--- src/rtl/arith_pkg.sv ---
// Shared types for the arith_engine block: operation codes, FSM states and
// the per-operation iteration count.
package arith_pkg;

    typedef enum logic [1:0] {
        OP_DIV  = 2'b00,
        OP_SQRT = 2'b01,
        OP_MUL  = 2'b10,
        OP_RSV  = 2'b11
    } opcode_e;

    typedef enum logic [1:0] {
        StIdle,
        StLoad,
        StCalc,
        StDone
    } state_e;

    // Root extraction retires two radicand bits per step, so it needs half the steps.
    function automatic int unsigned calc_iters(input opcode_e op, input int unsigned w);
        return (op == OP_SQRT) ? w / 2 : w;
    endfunction

endpackage

--- src/rtl/iteration_counter.sv ---
// Counts CALC cycles up to a loadable terminal count; last flags the final iteration.
module iteration_counter #(
    parameter int unsigned CNT_W = 4
) (
    input  logic             clk,
    input  logic             rst,
    input  logic             load,
    input  logic             en,
    input  logic [CNT_W-1:0] term,
    output logic             last
);

    logic [CNT_W-1:0] count_q;
    logic [CNT_W-1:0] term_q;

    always_ff @(posedge clk) begin
        if (rst) begin
            count_q <= '0;
            term_q  <= '0;
        end else if (load) begin
            count_q <= '0;
            term_q  <= term;
        end else if (en) begin
            count_q <= count_q + CNT_W'(1);
        end
    end

    assign last = (count_q == term_q - CNT_W'(1));

endmodule

--- src/rtl/arith_engine.sv ---
// Sequential multiply / divide / square-root engine with sign-magnitude operands.
// Define ARITH_ENGINE_SQRT_EN to build the square-root datapath; otherwise opcode 01 is illegal.
module arith_engine
    import arith_pkg::*;
#(
    parameter int unsigned WORD_LENGHT = 8
) (
    input  logic                       clk,
    input  logic                       rst,
    input  logic                       start,
    input  logic [1:0]                 opCode,
    input  logic [WORD_LENGHT-1:0]     operand_1,
    input  logic [WORD_LENGHT-1:0]     operand_2,
    input  logic                       sign_1,
    input  logic                       sign_2,
    output logic [2*WORD_LENGHT-1:0]   result,
    output logic                       result_sign,
    output logic [WORD_LENGHT-1:0]     remainder,
    output logic                       busy,
    output logic                       done,
    output logic                       error
);

    localparam int unsigned W  = WORD_LENGHT;
    localparam int unsigned CW = $clog2(W + 1);

    state_e         state_q;
    opcode_e        op_q;
    logic [W-1:0]   a_q, b_q;
    logic           s1_q, s2_q;

    // Multiply: {accumulator, multiplier} shifted right once per step.
    logic [2*W:0]   mul_q, mul_nxt;
    logic [W:0]     mul_sum;
    // Restoring divide: partial remainder and quotient/dividend shift register.
    logic [W-1:0]   div_rem_q, div_rem_nxt;
    logic [W-1:0]   div_quo_q, div_quo_nxt;
    logic [W:0]     div_sh;
`ifdef ARITH_ENGINE_SQRT_EN
    logic [W-1:0]   sq_rad_q, sq_rem_q, sq_root_q;
    logic [W-1:0]   sq_rem_nxt, sq_root_nxt;
    logic [W+1:0]   sq_sh, sq_trial;
`endif

    logic [2*W-1:0] fin_res;
    logic [W-1:0]   fin_rem;
    logic           fin_sign;
    logic           op_illegal;
    logic           iter_last;

    iteration_counter #(
        .CNT_W(CW)
    ) u_iter_cnt (
        .clk (clk),
        .rst (rst),
        .load(state_q == StLoad),
        .en  (state_q == StCalc),
        .term(CW'(calc_iters(op_q, W))),
        .last(iter_last)
    );

    always_comb begin
        mul_sum = mul_q[2*W:W] + (mul_q[0] ? {1'b0, a_q} : '0);
        mul_nxt = {1'b0, mul_sum, mul_q[W-1:1]};

        div_sh = {div_rem_q, div_quo_q[W-1]};
        if (div_sh >= {1'b0, b_q}) begin
            div_rem_nxt = W'(div_sh - {1'b0, b_q});
            div_quo_nxt = {div_quo_q[W-2:0], 1'b1};
        end else begin
            div_rem_nxt = div_sh[W-1:0];
            div_quo_nxt = {div_quo_q[W-2:0], 1'b0};
        end

`ifdef ARITH_ENGINE_SQRT_EN
        sq_sh    = {sq_rem_q, sq_rad_q[W-1:W-2]};
        sq_trial = {sq_root_q, 2'b01};
        if (sq_sh >= sq_trial) begin
            sq_rem_nxt  = W'(sq_sh - sq_trial);
            sq_root_nxt = {sq_root_q[W-2:0], 1'b1};
        end else begin
            sq_rem_nxt  = W'(sq_sh);
            sq_root_nxt = {sq_root_q[W-2:0], 1'b0};
        end
`endif

        fin_res = '0;
        fin_rem = '0;
        case (op_q)
            OP_MUL: fin_res = mul_nxt[2*W-1:0];
            OP_DIV: begin
                fin_res = {{W{1'b0}}, div_quo_nxt};
                fin_rem = div_rem_nxt;
            end
`ifdef ARITH_ENGINE_SQRT_EN
            OP_SQRT: begin
                fin_res = {{W{1'b0}}, sq_root_nxt};
                fin_rem = sq_rem_nxt;
            end
`endif
            default: ;
        endcase
        fin_sign = (op_q != OP_SQRT) && (s1_q ^ s2_q) && (fin_res != '0);

`ifdef ARITH_ENGINE_SQRT_EN
        op_illegal = (op_q == OP_RSV) || ((op_q == OP_DIV) && (b_q == '0)) ||
                     ((op_q == OP_SQRT) && s1_q);
`else
        op_illegal = (op_q == OP_RSV) || ((op_q == OP_DIV) && (b_q == '0)) ||
                     (op_q == OP_SQRT);
`endif
    end

    always_ff @(posedge clk) begin
        if (rst) begin
            state_q     <= StIdle;
            op_q        <= OP_DIV;
            a_q         <= '0;
            b_q         <= '0;
            s1_q        <= 1'b0;
            s2_q        <= 1'b0;
            mul_q       <= '0;
            div_rem_q   <= '0;
            div_quo_q   <= '0;
`ifdef ARITH_ENGINE_SQRT_EN
            sq_rad_q    <= '0;
            sq_rem_q    <= '0;
            sq_root_q   <= '0;
`endif
            result      <= '0;
            remainder   <= '0;
            result_sign <= 1'b0;
            busy        <= 1'b0;
            done        <= 1'b0;
            error       <= 1'b0;
        end else begin
            done <= 1'b0;
            case (state_q)
                StIdle: begin
                    if (start) begin
                        op_q    <= opcode_e'(opCode);
                        a_q     <= operand_1;
                        b_q     <= operand_2;
                        s1_q    <= sign_1;
                        s2_q    <= sign_2;
                        error   <= 1'b0;
                        busy    <= 1'b1;
                        state_q <= StLoad;
                    end
                end
                StLoad: begin
                    mul_q     <= {{(W + 1){1'b0}}, b_q};
                    div_rem_q <= '0;
                    div_quo_q <= a_q;
`ifdef ARITH_ENGINE_SQRT_EN
                    sq_rad_q  <= a_q;
                    sq_rem_q  <= '0;
                    sq_root_q <= '0;
`endif
                    if (op_illegal) begin
                        result      <= '0;
                        remainder   <= '0;
                        result_sign <= 1'b0;
                        error       <= 1'b1;
                        done        <= 1'b1;
                        state_q     <= StDone;
                    end else begin
                        state_q <= StCalc;
                    end
                end
                StCalc: begin
                    mul_q     <= mul_nxt;
                    div_rem_q <= div_rem_nxt;
                    div_quo_q <= div_quo_nxt;
`ifdef ARITH_ENGINE_SQRT_EN
                    sq_rad_q  <= {sq_rad_q[W-3:0], 2'b00};
                    sq_rem_q  <= sq_rem_nxt;
                    sq_root_q <= sq_root_nxt;
`endif
                    // Commit the final step's values directly so outputs change only on DONE entry.
                    if (iter_last) begin
                        result      <= fin_res;
                        remainder   <= fin_rem;
                        result_sign <= fin_sign;
                        done        <= 1'b1;
                        state_q     <= StDone;
                    end
                end
                StDone: begin
                    busy    <= 1'b0;
                    state_q <= StIdle;
                end
                default: state_q <= StIdle;
            endcase
        end
    end

endmodule

--- config.mk ---
export PLATFORM = sky130hd
export DESIGN_NAME = arith_engine
export DESIGN_NICKNAME = d
export VERILOG_FILES = /design/src/rtl/arith_pkg.sv /design/src/rtl/iteration_counter.sv /design/src/rtl/arith_engine.sv
export SDC_FILE = /design/constraint.sdc
export NUM_CORES = 1
export LEC_CHECK = 0
export ABC_AREA = 1
export CORE_ASPECT_RATIO = 1.5
export CORE_MARGIN = 2
export CORE_UTILIZATION = 61
export DETAILED_ROUTE_END_ITERATION = 8
export GPL_TIMING_DRIVEN = 1
export PLACE_DENSITY_LB_ADDON = 0.1
export SYNTH_ARGS = -nofsm -noshare
export SYNTH_HDL_FRONTEND = slang
export SYNTH_SLANG_ARGS = --single-unit
--- constraint.sdc ---
create_clock -name clk -period 3.05 [get_ports clk]
set_input_delay 0.61 -clock clk [delete_from_list [all_inputs] [get_ports clk]]
set_output_delay 0.61 -clock clk [all_outputs]
set_load 0.03 [all_outputs]
==> summary by stage, run 1 <==
Outcome
The flow ran to the end, and the final reports show no timing, DRC or antenna violations.

Timing
The total negative slack is 0 ps. The clock period minus worst slack is 2280 ps. Setup violations remaining at the end of the flow were counted as 0. The relative slew slack is a little over half.

The slew at the pin closest to its max-slew limit is 693 ps. The portion of the clock cycle consumed by the worst path in the final layout is around 75%. The achievable clock frequency is between 400 and 500 MHz. Across the routed clock network, the largest skew measured is about 8.1 ps. The smallest hold slack is 467 ps. The number of max-slew violations in the final report is 0. Setup repair after global routing left no endpoint under its margin. The final number of hold-violating endpoints came to 0.

Critical path
For the worst setup path, the data required time is about 3300 ps. The critical setup path kind is flip-flop to flip-flop. Traced cell by cell, the critical path runs through nand2_1 > inv_1 > ha_1 > inv_1 > fa_1 > inv_1 > nand3_1 > nand2_1 > nand2_1 > nand2_1 > nand2_1 > nand2_1 > nor2_1 > nor2_1 > nand3_1 > nand2_1 > a21oi_1. The capturing element type of the critical path is a flip-flop.

The maximum fanout encountered on the critical timing path is 9. Data arrives at the worst endpoint at approximately 2500 ps. The critical path contains buffers and inverters numbering 3 combined. The largest incremental delay on the critical path is about 490 ps. The worst setup path is launched from a flip-flop. In this design, the largest share of critical-path delay is due to simple AND/OR/NAND/NOR gates. The worst-path cell with the longest stage delay is sky130_fd_sc_hd__dfxtp_1.

By instance count, the cell type seen most on the critical path is sky130_fd_sc_hd__nand2_1.

Global route
The overall overflow remaining after global route is 0. The first global-routing pass estimated about 18000 um of wire. The largest net degree at the start of global routing is 45. The number of global-route vias before repair was between 4000 and 5000. In the global route stage, overall resource usage came out at just under 30%. The number of antenna violations at the first check in global routing is 0.

Clock tree
In this run the deepest clock path goes through 2 buffers. The count of hold buffers inserted by post-cts repair is 0. In this run the number of H-tree levels came out at 3. After clock tree synthesis, the repair step resized 0 gates. The clock tree from TritonCTS is done. The clock tree root driver cell is sky130_fd_sc_hd__clkbuf_8. Once the clock tree was built, the setup fixing pass inserted 0 buffers. The number of clock buffers added by TritonCTS is 9. The clock net sink count is about 90. Clock-pin slew was measured on the worst setup and hold paths at 90 ps. The later pin in the worst-skew pair is clocked with a latency of approximately 370 ps.

Die
The die width is between 70 and 80 um. In this run the core area contains 38 standard-cell rows. Once the floorplan was initialized, standard cells occupied 63.1% of the core. From bottom edge to top edge, the die measures around 110 um. The I/O pin count is between 50 and 60. The core outline area is just over 0.007 mm^2.

The die covers just over 0.008 mm^2.

Logic synthesis
Sorting the synthesized cells by area gives the leading types as sky130_fd_sc_hd__dfxtp_1, sky130_fd_sc_hd__nand2_1, sky130_fd_sc_hd__a21oi_1. The post-synthesis instance area is about 0.0046 mm^2. The Yosys warning count is 0.

The top flip-flop cell by instance count after synthesis is sky130_fd_sc_hd__dfxtp_1. For this run, asynchronously set or reset flops after synthesis account for 0%. For this run, the register share of the synthesized area comes to a little under two fifths. Synthesis instantiated 45 different standard cells from the library. After synthesis the netlist holds a flip-flop and latch count of slightly below 90. The fraction of post-synthesis cell area in the top cell type by area is between 30% and 40%. Summed over all instances, the cell type with the most area after synthesis is sky130_fd_sc_hd__dfxtp_1.

The number of cells produced by synthesis is between 600 and 700. The mean instance size in the synthesized netlist is roughly 6.9 um^2. The net count of the mapped netlist is just over 700. Yosys mapped a number of flops with a built-in enable equal to 0.

Place
The routability congestion estimate is between 0.8 and 0.9. The total half-perimeter wirelength after legalization and detailed placement is approximately 8500 um. The number of buffers added on ports is 50.

Routing
The detail route stage leaves a number of antenna-violating nets equal to 0. In the routed design, unresolved DRC markers number 0. The post-detailed-route via-to-cell ratio is about 5.5.

After the first detailed-routing iteration, the DRC count stood at roughly 310. The total via count in the routed design is 4420. The first detailed-routing pass ran for 6 iterations. The wire length after detailed routing is between 10000 and 15000 um. The routed length per instance is between 10 and 15 um.

Cells and area
The net count of the finished layout is 747. 0 antenna diodes ended up in the layout. Measured on the finished design, the core utilization comes to 73.3%. Relative to the synthesized area, the layout overhead comes to 16.1%. The fraction of layout instances using a drive strength above 1 is between 5 and 6%.

Power
The analysis attributes to cell leakage a power of about 2.3 nW. The worst vdd rail ir drop is roughly 0.75 mV. For this design the ratio of total power to cell area is around 840 mW/mm^2.

Run
The count of maximum capacitance violations is 0.

Min path
The path class of the lowest-slack min-delay path is flip-flop to flip-flop.
==> layout make-up <==
class,count,area [um^2]
Multi-Input combinational cell,478,2440
Fill cell,659,1940
Sequential cell,88,1760
Timing Repair Buffer,56,546
Inverter,68,255
Clock buffer,12,165
Tap cell,100,125
Clock inverter,3,40.0
==> metrics by stage <==
step                      instance area, um^2  setup WS [ps]  total power, mW  cells
after CTS                                5330            820             4.47    805
after detailed placement                 5120            848             3.64    790
after floorplan                          4590            954             3.19    664
after global placement                   5120            940             3.58    790
final                                    5330            766             4.48    805
after global routing                     5330            459             4.83    805
==> Yosys cell counts, types with 2 or more instances <==
cell type,count
sky130_fd_sc_hd__nor3_1,5
sky130_fd_sc_hd__a22oi_1,2
sky130_fd_sc_hd__dfxtp_1,88
sky130_fd_sc_hd__buf_2,3
sky130_fd_sc_hd__ha_1,21
sky130_fd_sc_hd__nor2_2,4
sky130_fd_sc_hd__o21ai_1,2
sky130_fd_sc_hd__nand4_1,3
sky130_fd_sc_hd__nand3_1,38
sky130_fd_sc_hd__xnor2_1,2
sky130_fd_sc_hd__nand2_4,2
sky130_fd_sc_hd__a221oi_1,2
sky130_fd_sc_hd__nand3b_1,2
sky130_fd_sc_hd__buf_1,2
sky130_fd_sc_hd__nand2_2,2
sky130_fd_sc_hd__a31oi_1,2
sky130_fd_sc_hd__fa_1,2
sky130_fd_sc_hd__xor2_1,3
sky130_fd_sc_hd__o211ai_1,10
sky130_fd_sc_hd__inv_2,3
sky130_fd_sc_hd__nor2_1,77
sky130_fd_sc_hd__buf_4,2
sky130_fd_sc_hd__a21oi_1,71
sky130_fd_sc_hd__inv_1,64
sky130_fd_sc_hd__o21ai_0,42
sky130_fd_sc_hd__clkbuf_1,22
sky130_fd_sc_hd__nand2_1,170
==> final timing paths <==
check	endpoint	slack, ps	start	depth (start not counted)
max reg2reg	result_sign	770	mul_q[0]	17
max	result_sign	770	mul_q[0]	17
min reg2reg	result[6]	470	result[6]	2
min	result[6]	470	result[6]	2
==> sequential cells by signal (all words and copies together), names as in the netlist, 2 cells and up <==
register,count
remainder,8
div_quo_q,8
result,16
op_q,2
u_iter_cnt.count_q,4
div_rem_q,8
u_iter_cnt.term_q,2
b_q,8
a_q,8
mul_q,16
state_q,2
==> worst register-to-register path, delay by kind of cell (launching register included) <==
kind / cells / cell delay [ps]
flip-flops: 1 / 490
adder cells (fa/ha/maj): 2 / 530
AND/OR/NAND/NOR: 11 / 900
buffers and inverters: 3 / 200
AO/OA/AOI/OAI: 1 / 50
==> layout by cell type (no fill, tap or decap), types with 2 or more instances in the layout <==
cell                              instances
sky130_fd_sc_hd__a21oi_1                 71
sky130_fd_sc_hd__a221oi_1                 2
sky130_fd_sc_hd__a22oi_1                  2
sky130_fd_sc_hd__a31oi_1                  2
sky130_fd_sc_hd__buf_4                    6
sky130_fd_sc_hd__clkbuf_8                12
sky130_fd_sc_hd__clkdlybuf4s50_1         50
sky130_fd_sc_hd__clkinv_2                 2
sky130_fd_sc_hd__dfxtp_1                 88
sky130_fd_sc_hd__fa_1                     2
sky130_fd_sc_hd__ha_1                    21
sky130_fd_sc_hd__inv_1                   64
sky130_fd_sc_hd__inv_2                    3
sky130_fd_sc_hd__nand2_1                170
sky130_fd_sc_hd__nand2_2                  2
sky130_fd_sc_hd__nand2_4                  2
sky130_fd_sc_hd__nand3_1                 38
sky130_fd_sc_hd__nand3b_1                 2
sky130_fd_sc_hd__nand4_1                  3
sky130_fd_sc_hd__nor2_1                  77
sky130_fd_sc_hd__nor2_2                   4
sky130_fd_sc_hd__nor3_1                   5
sky130_fd_sc_hd__o211ai_1                10
sky130_fd_sc_hd__o21ai_0                 42
sky130_fd_sc_hd__o21ai_1                  2
sky130_fd_sc_hd__xnor2_1                  2
sky130_fd_sc_hd__xor2_1                   3
==> kinds of logic after synthesis <==
family	count (synthesis)	synth area share, %
and+or+nand+nor	311	28.8
AOI/OAI and AO/OA	139	16.8
adders and majority gates	23	6.60
xor gates and xnor gates	5	0.954
DFF	88	38.4
buffers and inverters	98	8.51
==> report_power, final <==
part	leakage, nW	internal (mW)	switching, mW
combinational	1.50	0.704	1.39
clock	0.108	0.439	0.404
sequential	0.719	1.36	0.184
total	2.33	2.51	1.97
==> layer usage <==
metal / share of wire (%) / global-route usage (%) / vias to the layer above
met5: 0 / 0 / -
met4: 3.7 / 13.9 / 0
met3: 4.4 / 5.00 / 29
met2: 52 / 51.8 / 132
met1: 40 / 33.7 / 2035
li1: - / - / 2224
Note: power is estimated with default switching activity, not from simulation.
==> run 2, diff against run 1 <==
Settings changed: CORE_UTILIZATION 61 to 51.
Clock period 3.05 ns to 2.1 ns, I/O delays scaled along.
==> run 2 against run 1 <==
- core utilization shrank 7.5 points
- global-route usage down 3.0 points
- sequential share of layout area decreased by 2.5 points
- die area increased by 19%
- maximum frequency up 10%
- largest cell class unchanged
==> summary by stage, run 2 (same netlist as run 1, synthesis figures left out) <==
Critical path
The number of cells traversed by the worst register-to-register path is 14 (-3). The data arrival time of the worst path came to 2290 ps (-230 ps). The worst setup path is captured at a flip-flop.

The critical path goes through nand2_1 > inv_1 > ha_2 > inv_2 > fa_2 > nor2_1 > nor2_1 > nand3_1 > nor2_1 > nand3_1 > nor2_1 > nand3_1 > nand2_1 > a21oi_2. The data required time at the worst endpoint was 2320 ps (-970 ps). The largest incremental delay on the critical path came to 530 ps (+40 ps). The most repeated library cell on the critical path is sky130_fd_sc_hd__nor2_1. The critical setup path kind is flip-flop to flip-flop. STA classifies the critical path startpoint as a flip-flop. The worst-path cell with the longest stage delay is sky130_fd_sc_hd__fa_2. The maximum fanout encountered on the critical timing path was 3 (-6).

Clock tree
The number of buffers on the longest clock path is 2 (unchanged). The TritonCTS buffer count was 9 (unchanged). The clock tree root driver cell is sky130_fd_sc_hd__clkbuf_16.

The clock edge transition at the registers on the reported setup and hold paths came to 60 ps (-30 ps). The clock net sink count is 88 (unchanged). The clock latency at the later pin of the worst-skew pair is 340 ps (-30 ps).

TritonCTS built the clock tree. The CTS H-tree depth is 3 (unchanged). The count of hold buffers inserted by post-cts repair is 0 (unchanged).

Global route
The largest net degree at the start of global routing was 45 (unchanged). The number of antenna violations at the first check in global routing was 0 (unchanged). The global-route wire length before repair was 19800 um (+7.2%).

The overall overflow remaining after global route was 0 (unchanged). The overall routing resource usage came to 26.5% (-3.0 points). The number of global-route vias before repair is 4220 (+2.0%).

Cells and area
The number of nets in the finished design is 756 (+1.2%). The final standard cell area without fillers is 0.00577 mm^2 (+8.3%). The growth of design area from synthesis to finish is 25.8%.

The most common library cell in the layout ignoring fill and taps is sky130_fd_sc_hd__nand2_1. The fill cell total of the finished layout is 807 (+22%). In the final layout, the registers with the most flip-flops are mul_q: 16 flops, result: 16 flops.

The antenna diode count is 0 (unchanged). In the layout the commonest cells are sky130_fd_sc_hd__nand2_1, sky130_fd_sc_hd__dfxtp_1, sky130_fd_sc_hd__nor2_1. The fraction of layout instances using a drive strength above 1 is 12.0% (+6.4 points).

Timing
The number of max-slew violations in the final report was 0 (unchanged). The achievable clock frequency is 482 MHz (+10%). The final number of hold-violating endpoints is 0 (unchanged).

The slew at the pin closest to its max-slew limit is 560 ps (-133 ps). The portion of the clock cycle consumed by the worst path in the final layout came to 98.8% (+24 points). The relative slew slack is 62.5% (+8.7 points). The number of setup violations in the final report is 0 (unchanged). The clock period minus worst slack is 2070 ps (-209 ps). The largest clock skew in the final design is 5.99 ps (-2.13 ps). Setup repair after global routing could not meet its margin everywhere. The smallest hold slack is 464 ps (-3.28 ps).

Power
The worst vdd rail ir drop is 0.897 mV (+20%). The power density over cell area is 1300 mW/mm^2 (+54%). The leakage power of the design came to 2.43 nW (+4.1%).

Die
The die footprint is 0.00979 mm^2 (+19%). The core outline area is 0.00878 mm^2 (+21%). The I/O pin count was 51 (unchanged).

The initial core utilization was 52.3% (-11 points). The vertical die dimension came to 120 um (+9.0%). The die width is 81.5 um (+8.9%). The site row count came to 42 (+11%).

Place
The total half-perimeter wirelength after legalization and detailed placement is 8770 um (+3.2%). The number of buffers added on ports is 50 (unchanged). The routability congestion estimate was 0.880 (-1.7%). The post-placement cell area is 0.00520 mm^2 (+1.5%).

Run
The count of maximum capacitance violations was 0 (unchanged).

Min path
The count of cells along the worst hold path is 2 (unchanged). The path class of the lowest-slack min-delay path is flip-flop to flip-flop.

Routing
The remaining routing DRC violations is 0 (unchanged). The post-detailed-route via-to-cell ratio is 5.42 (-1.2%). The number of detailed-routing iterations run before antenna repair is 8 (+2). The count of routing violations after the opening detailed-route iteration came to 329 (+5.1%). The wire length after detailed routing was 12300 um (+8.0%).

The remaining antenna violation count after routing was 0 (unchanged). The routed length per instance was 14.9 um (+5.4%). The total via count in the routed design is 4474 (+1.2%).

Outcome
The flow ran to the end, and the final reports show no timing, DRC or antenna violations.
==> run 2: changes by cell type in the layout (fill, tap and decap cells not counted), sizes merged <==
cell | previous run | this run
buf | 6 | 14
clkbuf | 12 | 10
clkinvlp | 0 | 2
bufinv | 1 | 2
clkinv | 3 | 2
inv | 67 | 68
nand2 | 174 | 175
==> run 2: timing repair <==
item	in CTS	in global routing
resized for setup	1	44
pin swaps	0	7
setup buffers	0	1
endpoints found under the setup margin	1	21
gates cloned	0	1
==> run 2: area by class of cell <==
class | instances | area [um^2] | area share (%)
Timing Repair Buffer | 64 | 618 | 10.7
Tap cell | 110 | 138 | 2.38
Multi-Input combinational cell | 479 | 2680 | 46.3
Inverter | 68 | 255 | 4.42
Sequential cell | 88 | 1770 | 30.6
Clock buffer | 10 | 229 | 3.97
Clock inverter | 6 | 92.6 | 1.60
==> run 2: power breakdown <==
group	switching, mW	internal (mW)	leakage (nW)
Combinational	2.23	1.26	1.56
Sequential	0.276	1.99	0.720
Clock	0.684	1.05	0.149
==> run 2: worst paths after layout <==
check / start / end / slack (ps)
max reg2reg: a_q[0] / result_sign / 30
min reg2reg: remainder[2] / remainder[2] / 460
max: a_q[0] / result_sign / 30
min: remainder[2] / remainder[2] / 460
==> run 2: metrics by stage <==
stage          std cells  setup TNS [ps]  util (%)  setup WS, ps  power (mW)
5_1_grt              825            -183      65.8          -130        8.07
3_3_place_gp         807               0      59.3           101        5.32
4_1_cts              823               0      63.0          4.44        7.09
2_1_floorplan        664               0         -          4.25        4.64
3_5_place_dp         807               0      59.3          4.00        5.35
6_report             825               0      65.8          25.2        7.49
==> run 2: critical path: cells and delay by family (launching register included) <==
family                   cells  cell delay (ps)
AO/OA/AOI/OAI                1               50
adder cells (fa/ha/maj)      2              710
buffers and inverters        2               90
flip-flops                   1              340
AND/OR/NAND/NOR              9              770
==> run 2: layer usage <==
metal,global-route usage [%],share of wire (%),wire length [um],vias to the layer above
met2,46.4,53,6540,126
li1,-,-,-,2248
met4,12.9,3.7,449,0
met3,5.15,3.8,463,34
met5,0,0,0,-
met1,29.8,39,4830,2066
==> run 3, diff against run 2 <==
Settings changed: ABC_CLOCK_PERIOD_IN_PS from default to 2100, CTS_CLUSTER_DIAMETER from default to 40.
==> results of run 3 <==
Final layout, timing and power as in run 2 (identical DEF).
